[src/rtl/placar_de_registradores_pkg.sv]
// Shared definitions for the register-file scoreboard / write-port scheduler.
package placar_de_registradores_pkg;

    typedef enum logic {
        ST_CLEAR = 1'b0,
        ST_RUN   = 1'b1
    } state_t;

    localparam int NUM_REGS   = 32;
    localparam int ZERO_REG   = 0;
    localparam int CLEAR_LAST = 31;

endpackage

[src/rtl/placar_buffer_mdu.sv]
// One-entry holding register for MDU results waiting for the write port.
module placar_buffer_mdu #(
    parameter int DATA_W = 32,
    parameter int ADDR_W = 5
) (
    input  logic              clk,
    input  logic              rst_n,
    input  logic              load,
    input  logic [ADDR_W-1:0] load_rd,
    input  logic [DATA_W-1:0] load_data,
    input  logic              drain,
    output logic              in_ready,
    output logic              full,
    output logic [ADDR_W-1:0] buf_rd,
    output logic [DATA_W-1:0] buf_data
);

    logic              full_q, full_d;
    logic [ADDR_W-1:0] rd_q, rd_d;
    logic [DATA_W-1:0] data_q, data_d;

    // Occupancy: a load only happens into an empty entry, so load and drain never collide.
    always_comb begin
        full_d = full_q;
        rd_d   = rd_q;
        data_d = data_q;
        if (load) begin
            full_d = 1'b1;
            rd_d   = load_rd;
            data_d = load_data;
        end else if (drain) begin
            full_d = 1'b0;
        end
    end

    // Occupancy flag is control and is reset.
    always_ff @(posedge clk or negedge rst_n) begin
        if (!rst_n) begin
            full_q <= 1'b0;
        end else begin
            full_q <= full_d;
        end
    end

    // Payload is only meaningful while full, so it carries no reset.
    always_ff @(posedge clk) begin
        rd_q   <= rd_d;
        data_q <= data_d;
    end

    assign in_ready = !full_q;
    assign full     = full_q;
    assign buf_rd   = rd_q;
    assign buf_data = data_q;

endmodule

[src/rtl/placar_de_registradores.sv]
// Register-file scoreboard and write-port scheduler.
// Clears all registers after reset, tracks pending writes, stalls decode on
// RAW/WAW hazards and arbitrates the write port between write-back and the MDU.
// Optional feature macro: PLACAR_STALL_COUNT_EN (stall-cycle counter).
module placar_de_registradores
    import placar_de_registradores_pkg::*;
#(
    parameter int DATA_W         = 32,
    parameter int ADDR_W         = 5,
    parameter bit CLEAR_ON_RESET = 1'b1
) (
    input  logic                pr_in_clk,
    input  logic                pr_in_reset_n,
    input  logic                pr_in_issue_valid,
    input  logic [ADDR_W-1:0]   pr_in_issue_rs,
    input  logic [ADDR_W-1:0]   pr_in_issue_rt,
    input  logic [ADDR_W-1:0]   pr_in_issue_rd,
    input  logic                pr_in_issue_wr,
    output logic                pr_out_stall,
    input  logic                pr_in_wb_valid,
    input  logic [ADDR_W-1:0]   pr_in_wb_rd,
    input  logic [DATA_W-1:0]   pr_in_wb_data,
    input  logic                pr_in_mdu_valid,
    output logic                pr_out_mdu_ready,
    input  logic [ADDR_W-1:0]   pr_in_mdu_rd,
    input  logic [DATA_W-1:0]   pr_in_mdu_data,
    output logic                pr_out_we,
    output logic [ADDR_W-1:0]   pr_out_wa,
    output logic [DATA_W-1:0]   pr_out_wdata,
    output logic [NUM_REGS-1:0] pr_out_busy,
    output logic [31:0]         pr_out_stall_count
);

    localparam logic [ADDR_W-1:0] ZERO_ADDR  = ADDR_W'(ZERO_REG);
    localparam logic [ADDR_W-1:0] CLEAR_ADDR = ADDR_W'(CLEAR_LAST);

    state_t              state_q, state_d;
    logic [ADDR_W-1:0]   clr_cnt_q, clr_cnt_d;
    logic [NUM_REGS-1:0] busy_q, busy_d;

    logic              run;
    logic              hazard;
    logic              issue_acc;
    logic              wb_acc;
    logic              buf_ready, buf_full, mdu_load, drain;
    logic [ADDR_W-1:0] buf_rd;
    logic [DATA_W-1:0] buf_data;

    assign run = (state_q == ST_RUN);

    placar_buffer_mdu #(
        .DATA_W (DATA_W),
        .ADDR_W (ADDR_W)
    ) u_buffer_mdu (
        .clk       (pr_in_clk),
        .rst_n     (pr_in_reset_n),
        .load      (mdu_load),
        .load_rd   (pr_in_mdu_rd),
        .load_data (pr_in_mdu_data),
        .drain     (drain),
        .in_ready  (buf_ready),
        .full      (buf_full),
        .buf_rd    (buf_rd),
        .buf_data  (buf_data)
    );

    // Hazard detection, handshakes and scoreboard next state.
    always_comb begin
        hazard           = busy_q[pr_in_issue_rs] || busy_q[pr_in_issue_rt] ||
                           (pr_in_issue_wr && busy_q[pr_in_issue_rd]);
        pr_out_stall     = run ? (pr_in_issue_valid && hazard) : 1'b1;
        pr_out_mdu_ready = pr_in_reset_n && run && buf_ready;
        mdu_load         = pr_in_mdu_valid && pr_out_mdu_ready;
        drain            = run && !pr_in_wb_valid && buf_full;
        issue_acc        = run && pr_in_issue_valid && !pr_out_stall;
        wb_acc           = run && pr_in_wb_valid;

        // Retire first so that a same-cycle issue to the same register wins.
        busy_d = busy_q;
        if (wb_acc) begin
            busy_d[pr_in_wb_rd] = 1'b0;
        end
        if (drain) begin
            busy_d[buf_rd] = 1'b0;
        end
        if (issue_acc && pr_in_issue_wr && (pr_in_issue_rd != ZERO_ADDR)) begin
            busy_d[pr_in_issue_rd] = 1'b1;
        end
        busy_d[ZERO_REG] = 1'b0;
    end

    // FSM next state: CLEAR walks every address once, then RUN.
    always_comb begin
        state_d   = state_q;
        clr_cnt_d = clr_cnt_q;
        if (state_q == ST_CLEAR) begin
            clr_cnt_d = clr_cnt_q + 1'b1;
            if (clr_cnt_q == CLEAR_ADDR) begin
                state_d = ST_RUN;
            end
        end
    end

    // Write port: clear sequence, then write-back over the buffered MDU result.
    always_comb begin
        pr_out_we    = 1'b0;
        pr_out_wa    = '0;
        pr_out_wdata = '0;
        if (pr_in_reset_n) begin
            if (!run) begin
                pr_out_we = 1'b1;
                pr_out_wa = clr_cnt_q;
            end else if (pr_in_wb_valid) begin
                pr_out_we    = (pr_in_wb_rd != ZERO_ADDR);
                pr_out_wa    = pr_in_wb_rd;
                pr_out_wdata = pr_in_wb_data;
            end else if (buf_full) begin
                pr_out_we    = (buf_rd != ZERO_ADDR);
                pr_out_wa    = buf_rd;
                pr_out_wdata = buf_data;
            end
        end
    end

    // State, clear counter and scoreboard registers.
    always_ff @(posedge pr_in_clk or negedge pr_in_reset_n) begin
        if (!pr_in_reset_n) begin
            state_q   <= CLEAR_ON_RESET ? ST_CLEAR : ST_RUN;
            clr_cnt_q <= '0;
            busy_q    <= '0;
        end else begin
            state_q   <= state_d;
            clr_cnt_q <= clr_cnt_d;
            busy_q    <= busy_d;
        end
    end

    assign pr_out_busy = busy_q;

`ifdef PLACAR_STALL_COUNT_EN
    logic [31:0] stall_cnt_q, stall_cnt_d;

    // Saturating count of RUN cycles in which decode was held.
    always_comb begin
        stall_cnt_d = stall_cnt_q;
        if (run && pr_in_issue_valid && pr_out_stall && (stall_cnt_q != '1)) begin
            stall_cnt_d = stall_cnt_q + 32'd1;
        end
    end

    // Stall counter register.
    always_ff @(posedge pr_in_clk or negedge pr_in_reset_n) begin
        if (!pr_in_reset_n) begin
            stall_cnt_q <= '0;
        end else begin
            stall_cnt_q <= stall_cnt_d;
        end
    end

    assign pr_out_stall_count = stall_cnt_q;
`else
    assign pr_out_stall_count = '0;
`endif

endmodule

[config.mk]
export PLATFORM = sky130hd
export DESIGN_NAME = placar_de_registradores
export DESIGN_NICKNAME = d
export VERILOG_FILES = /design/src/rtl/placar_de_registradores_pkg.sv /design/src/rtl/placar_buffer_mdu.sv /design/src/rtl/placar_de_registradores.sv
export SDC_FILE = /design/constraint.sdc
export NUM_CORES = 1
export LEC_CHECK = 0
export ABC_AREA = 1
export CORE_MARGIN = 2
export CORE_UTILIZATION = 30
export DETAILED_ROUTE_END_ITERATION = 8
export GPL_TIMING_DRIVEN = 0
export PLACE_DENSITY = 0.67
export SYNTH_ARGS = -nofsm -noshare
export SYNTH_HDL_FRONTEND = slang
export SYNTH_SLANG_ARGS = --single-unit
[constraint.sdc]
create_clock -name pr_in_clk -period 2.5 [get_ports pr_in_clk]
set_clock_uncertainty 0.15 [all_clocks]
set_input_delay 0.375 -clock pr_in_clk [delete_from_list [all_inputs] [get_ports pr_in_clk]]
set_output_delay 0.375 -clock pr_in_clk [all_outputs]
set_load 0.01 [all_outputs]
==> impl_table.tex <==
\begin{tabular}{lr}
\hline
Metric & Value \\
\hline
\multicolumn{2}{l}{\textbf{Job}} \\
\quad Max-capacitance violation count & 0 \\
\multicolumn{2}{l}{\textbf{Place}} \\
\quad Final Wtd Congestion & 0.9324 \\
\quad Buffers added on ports & 161 \\
\quad Detailed Place HPWL & 14230 um \\
\multicolumn{2}{l}{\textbf{CTS}} \\
\quad Max Buffers Root-to-Sink & 2 \\
\quad Clock tree from TritonCTS & yes \\
\quad Worst-Skew Late Latency & 330 ps \\
\quad Depth of the CTS H-tree & 3 \\
\quad Number of buffers added by the clock tree synthesis step & 9 \\
\quad Clock Sinks & 75 \\
\quad Clock root cell & sky130\_fd\_sc\_hd\_\_clkbuf\_16 \\
\quad Clock slew at the register clock pins of the worst setup and hold paths & 60 ps \\
\multicolumn{2}{l}{\textbf{Critical path}} \\
\quad Crit. End Element & primary output \\
\quad Crit path arrival time & 1900 ps \\
\quad Source of the critical timing path & run\$\_DFF\_PN0\_ \\
\quad Type of origin of the critical path & register \\
\quad Library cell contributing the largest single delay on the critical path & sky130\_fd\_sc\_hd\_\_clkdlybuf4s50\_1 \\
\quad Critical path's top delay family & buffers and inverters \\
\quad Destination of the worst register-to-register timing path & u\_buffer\_mdu.buf\_data[13]\$\_DFFE\_PP\_ \\
\quad CP max FO & 10 \\
\quad R2R Setup Slk & 340 ps \\
\quad CP Data Required Time & 1980 ps \\
\quad Worst r2r path cells & 5 \\
\quad Crit path buf inv count & 3 \\
\quad Delay of the slowest critical-path stage & 550 ps \\
\quad Type of the worst setup path & reg -> out \\
\quad Ordered cell list for the critical path & buf\_4 > clkbuf\_8 > o22ai\_1 > a21oi\_1 > nor2\_1 > clkdlybuf4s50\_1 \\
\quad Startpoint of the worst register-to-register path & run\$\_DFF\_PN0\_ \\
\multicolumn{2}{l}{\textbf{Run status}} \\
\quad Run status & complete, no violations \\
\multicolumn{2}{l}{\textbf{Finish}} \\
\quad Area growth, synth to finish & 50.48\% \\
\quad Final design utilization & 46.06\% \\
\quad N\_diodes & 0 \\
\quad Number of inserted filler cells in the final layout & 1760 \\
\quad Multi-input combinational cell area & 0.002566 sq mm \\
\quad Sequential cell area & 0.002073 sq mm \\
\quad Number of nets in the final layout & 1068 \\
\quad Share of layout cells above drive strength 1 & 15.57\% \\
\multicolumn{2}{l}{\textbf{Global route}} \\
\quad Pin count of the biggest net entering global routing & 39 \\
\quad Overall overflow remaining after global route & 0 \\
\quad First-pass GRT wire length & 29240 um \\
\quad Number of global-route vias before repair & 5646 \\
\quad Initial antenna violation count & 0 \\
\quad Overall track demand over capacity in global routing & 20.28\% \\
\multicolumn{2}{l}{\textbf{Yosys}} \\
\quad Top cell type's share of synthesized area & 20.99\% \\
\quad Post-synthesis compound-gate area fraction & 10.64\% \\
\quad Most repeated cell in the gate-level netlist after synthesis & sky130\_fd\_sc\_hd\_\_nand2\_1 \\
\quad Most frequent cells after synthesis & 248 x sky130\_fd\_sc\_hd\_\_nand2\_1, 86 x sky130\_fd\_sc\_hd\_\_inv\_1, 60 x sky130\_fd\_sc\_hd\_\_nand3\_1, 48 x sky130\_fd\_sc\_hd\_\_nor2\_1, 38 x sky130\_fd\_sc\_hd\_\_dfrtp\_1 \\
\quad Fraction of synthesis flops using an asynchronous set or reset pin & 50.67\% \\
\quad Largest family of logic cells by synthesized area & simple AND/OR/NAND/NOR gates \\
\quad Share of synthesized cell area in full adder, half adder and majority cells & 0.4727\% \\
\quad Post-Synth XOR/XNOR Area & 0.4963\% \\
\quad Gate Count Post-Synth & 738 \\
\quad Mean post-synth cell area & 7.173 sq um \\
\quad Largest area contributor in the netlist & sky130\_fd\_sc\_hd\_\_edfxtp\_1 \\
\quad Number of warnings reported in the yosys synthesis log & 0 \\
\quad Multiplexer share of the synthesized area & 0\% \\
\quad Count of different cell masters after synthesis & 33 \\
\quad Number of synthesized register bits & 75 \\
\quad Flip-flop cell with the highest count after synthesis & sky130\_fd\_sc\_hd\_\_dfrtp\_1 \\
\quad Number of synthesized flops with an enable pin & 37 \\
\quad Sequential element share of the synthesized area & 38.95\% \\
\quad Post-Synth Simple-Gate Area & 33.25\% \\
\quad Top cells by area in the synthesized netlist & sky130\_fd\_sc\_hd\_\_edfxtp\_1 21\%, sky130\_fd\_sc\_hd\_\_dfrtp\_1 18\%, sky130\_fd\_sc\_hd\_\_nand2\_1 18\% \\
\quad Synth Cell Area & 0.005294 sq mm \\
\multicolumn{2}{l}{\textbf{Floorplanning}} \\
\quad Total die area & 0.01873 sq mm \\
\quad Number of top-level design ports & 199 \\
\quad Site Rows & 48 \\
\quad Width of the die & 136.8 um \\
\quad Height of the chip & 136.8 um \\
\quad Area of the core & 0.01730 sq mm \\
\quad Initial core utilization & 30.61\% \\
\multicolumn{2}{l}{\textbf{Route}} \\
\quad Routed via count & 5849 \\
\quad Remaining routing DRC violations & 0 \\
\quad Total routed wirelength & 18880 um \\
\quad 1st-iter DRT viols & 383 \\
\quad Initial DRT Pass Iterations & 7 \\
\quad Drt wl/cell & 15.72 um \\
\quad DR vias/cell & 4.870 \\
\quad Antenna viol nets, final & 0 \\
\multicolumn{2}{l}{\textbf{STA}} \\
\quad Final Max Tran Viols & 0 \\
\quad Final Hold Slack & 349.5 ps \\
\quad Slew HR & 46.43\% \\
\quad Final hold vios & 0 \\
\quad Number of setup violations in the final report & 0 \\
\quad Post-layout min period & 2426 ps \\
\quad Post-route clock period utilization & 97.02\% \\
\quad Highest clock frequency the design can meet & 412.3 MHz \\
\quad Slew @ Worst Pin & 802.3 ps \\
\multicolumn{2}{l}{\textbf{Power}} \\
\quad Power density cells & 539.0 mW/mm\^{}2 \\
\quad Worst-case vdd ir drop & 0.3110 mV \\
\quad Leakage power & 3.664 nW \\
\multicolumn{2}{l}{\textbf{Hold path}} \\
\quad Hold-critical path endpoint & clr\_cnt\_q[3]\$\_DFFE\_PN0N\_ \\
\quad Worst min-delay path startpoint & clr\_cnt\_q[3]\$\_DFFE\_PN0N\_ \\
\quad Worst hold path stage count & 2 \\
\quad Class of the tightest hold or removal check & reg -> reg \\
\hline
\end{tabular}
==> cell families after synthesis <==
logic type,after synthesis
buffers and inverters,155
flip-flops,75
AO/OA/AOI/OAI,89
AND/OR/NAND/NOR,413
adder cells (fa/ha/maj),2
XOR/XNOR,3
other,1
==> flip-flops by register name, summed over array words and instances (netlist names) <==
register               flops
pr_out_busy               31
u_buffer_mdu.full          1
clr_cnt_q                  5
run                        1
u_buffer_mdu.buf_data     32
u_buffer_mdu.buf_rd        5
==> worst max path at each step <==
stage                                     endpoint  cells after the start  slack (ps)
5_1_grt                               pr_out_wa[0]                      8         -40
4_1_cts                               pr_out_stall                     14           2
6_report                              pr_out_wa[3]                      6          70
3_3_place_gp   u_buffer_mdu.buf_data[13]$_DFFE_PP_                      5       -1870
3_5_place_dp                      pr_out_wdata[30]                      6        -780
2_1_floorplan   u_buffer_mdu.buf_data[0]$_DFFE_PP_                      5         100
==> where the power goes <==
part / total (mW) / internal [mW] / leakage, nW / switching, mW
sequential: 1.53 / 1.43 / 0.831 / 0.0968
clock: 1.48 / 0.990 / 0.172 / 0.494
combinational: 1.28 / 0.600 / 2.66 / 0.683
==> cells in the final DEF (no fill, tap or decap), types with 15 or more instances in the layout <==
cell | netlist | routed
sky130_fd_sc_hd__dfrtp_1 | 38 | 29
sky130_fd_sc_hd__nand4_1 | 32 | 32
sky130_fd_sc_hd__buf_4 | 34 | 64
sky130_fd_sc_hd__o221ai_1 | 27 | 27
sky130_fd_sc_hd__nor2_1 | 48 | 46
sky130_fd_sc_hd__conb_1 | 1 | 33
sky130_fd_sc_hd__dlygate4sd2_1 | 0 | 30
sky130_fd_sc_hd__inv_1 | 86 | 82
sky130_fd_sc_hd__edfxtp_1 | 37 | 37
sky130_fd_sc_hd__a21oi_1 | 36 | 33
sky130_fd_sc_hd__nand2_1 | 248 | 247
sky130_fd_sc_hd__nand3_1 | 60 | 60
sky130_fd_sc_hd__nor3_1 | 21 | 15
sky130_fd_sc_hd__clkdlybuf4s50_1 | 0 | 112
==> stage by stage <==
stage               area [sq um]  instances  worst slack (ps)  TNS [ps]  power (mW)
finish                      7966       1201             74.50         0       4.294
global route                7966       1201            -35.01    -185.2       4.515
CTS                         7904       1192             1.717         0       4.294
detailed placement          7302       1156            -782.8    -35810       2.722
global placement            7307       1156             -1874   -134680       2.715
floorplan                   5414        770             102.6         0       2.124
==> layer usage <==
layer	vias up	global-route usage [%]	wire length, um
met5	-	0	0
met4	0	5.956	270
met3	27	5.296	1937
met2	327	35.47	9233
met1	2644	24.46	7439
li1	2851	-	-
==> layout make-up <==
| class | count | share of cell area [%] |
|---|---|---|
| Multi-Input combinational cell | 540 | 32.21 |
| Sequential cell | 75 | 26.02 |
| Timing Repair Buffer | 191 | 22.46 |
| Buffer | 65 | 7.162 |
| Inverter | 89 | 4.241 |
| Clock buffer | 13 | 3.534 |
| Tap cell | 225 | 3.534 |
| Clock inverter | 3 | 0.8324 |
==> worst min-delay path, cell delays in order (launching register included) <==
cell	delay, ps
sky130_fd_sc_hd__dfrtp_1	350
sky130_fd_sc_hd__xor2_1	70
sky130_fd_sc_hd__inv_1	40
==> repair_timing <==
action	4_1_cts	5_1_grt
pin swaps	4	2
setup endpoints to repair	40	29
resized for setup	106	26
hold buffers	2	0
endpoints found under the hold margin	38	0
setup buffers	18	10
No activity file was read; power rests on OpenSTA's default activity.
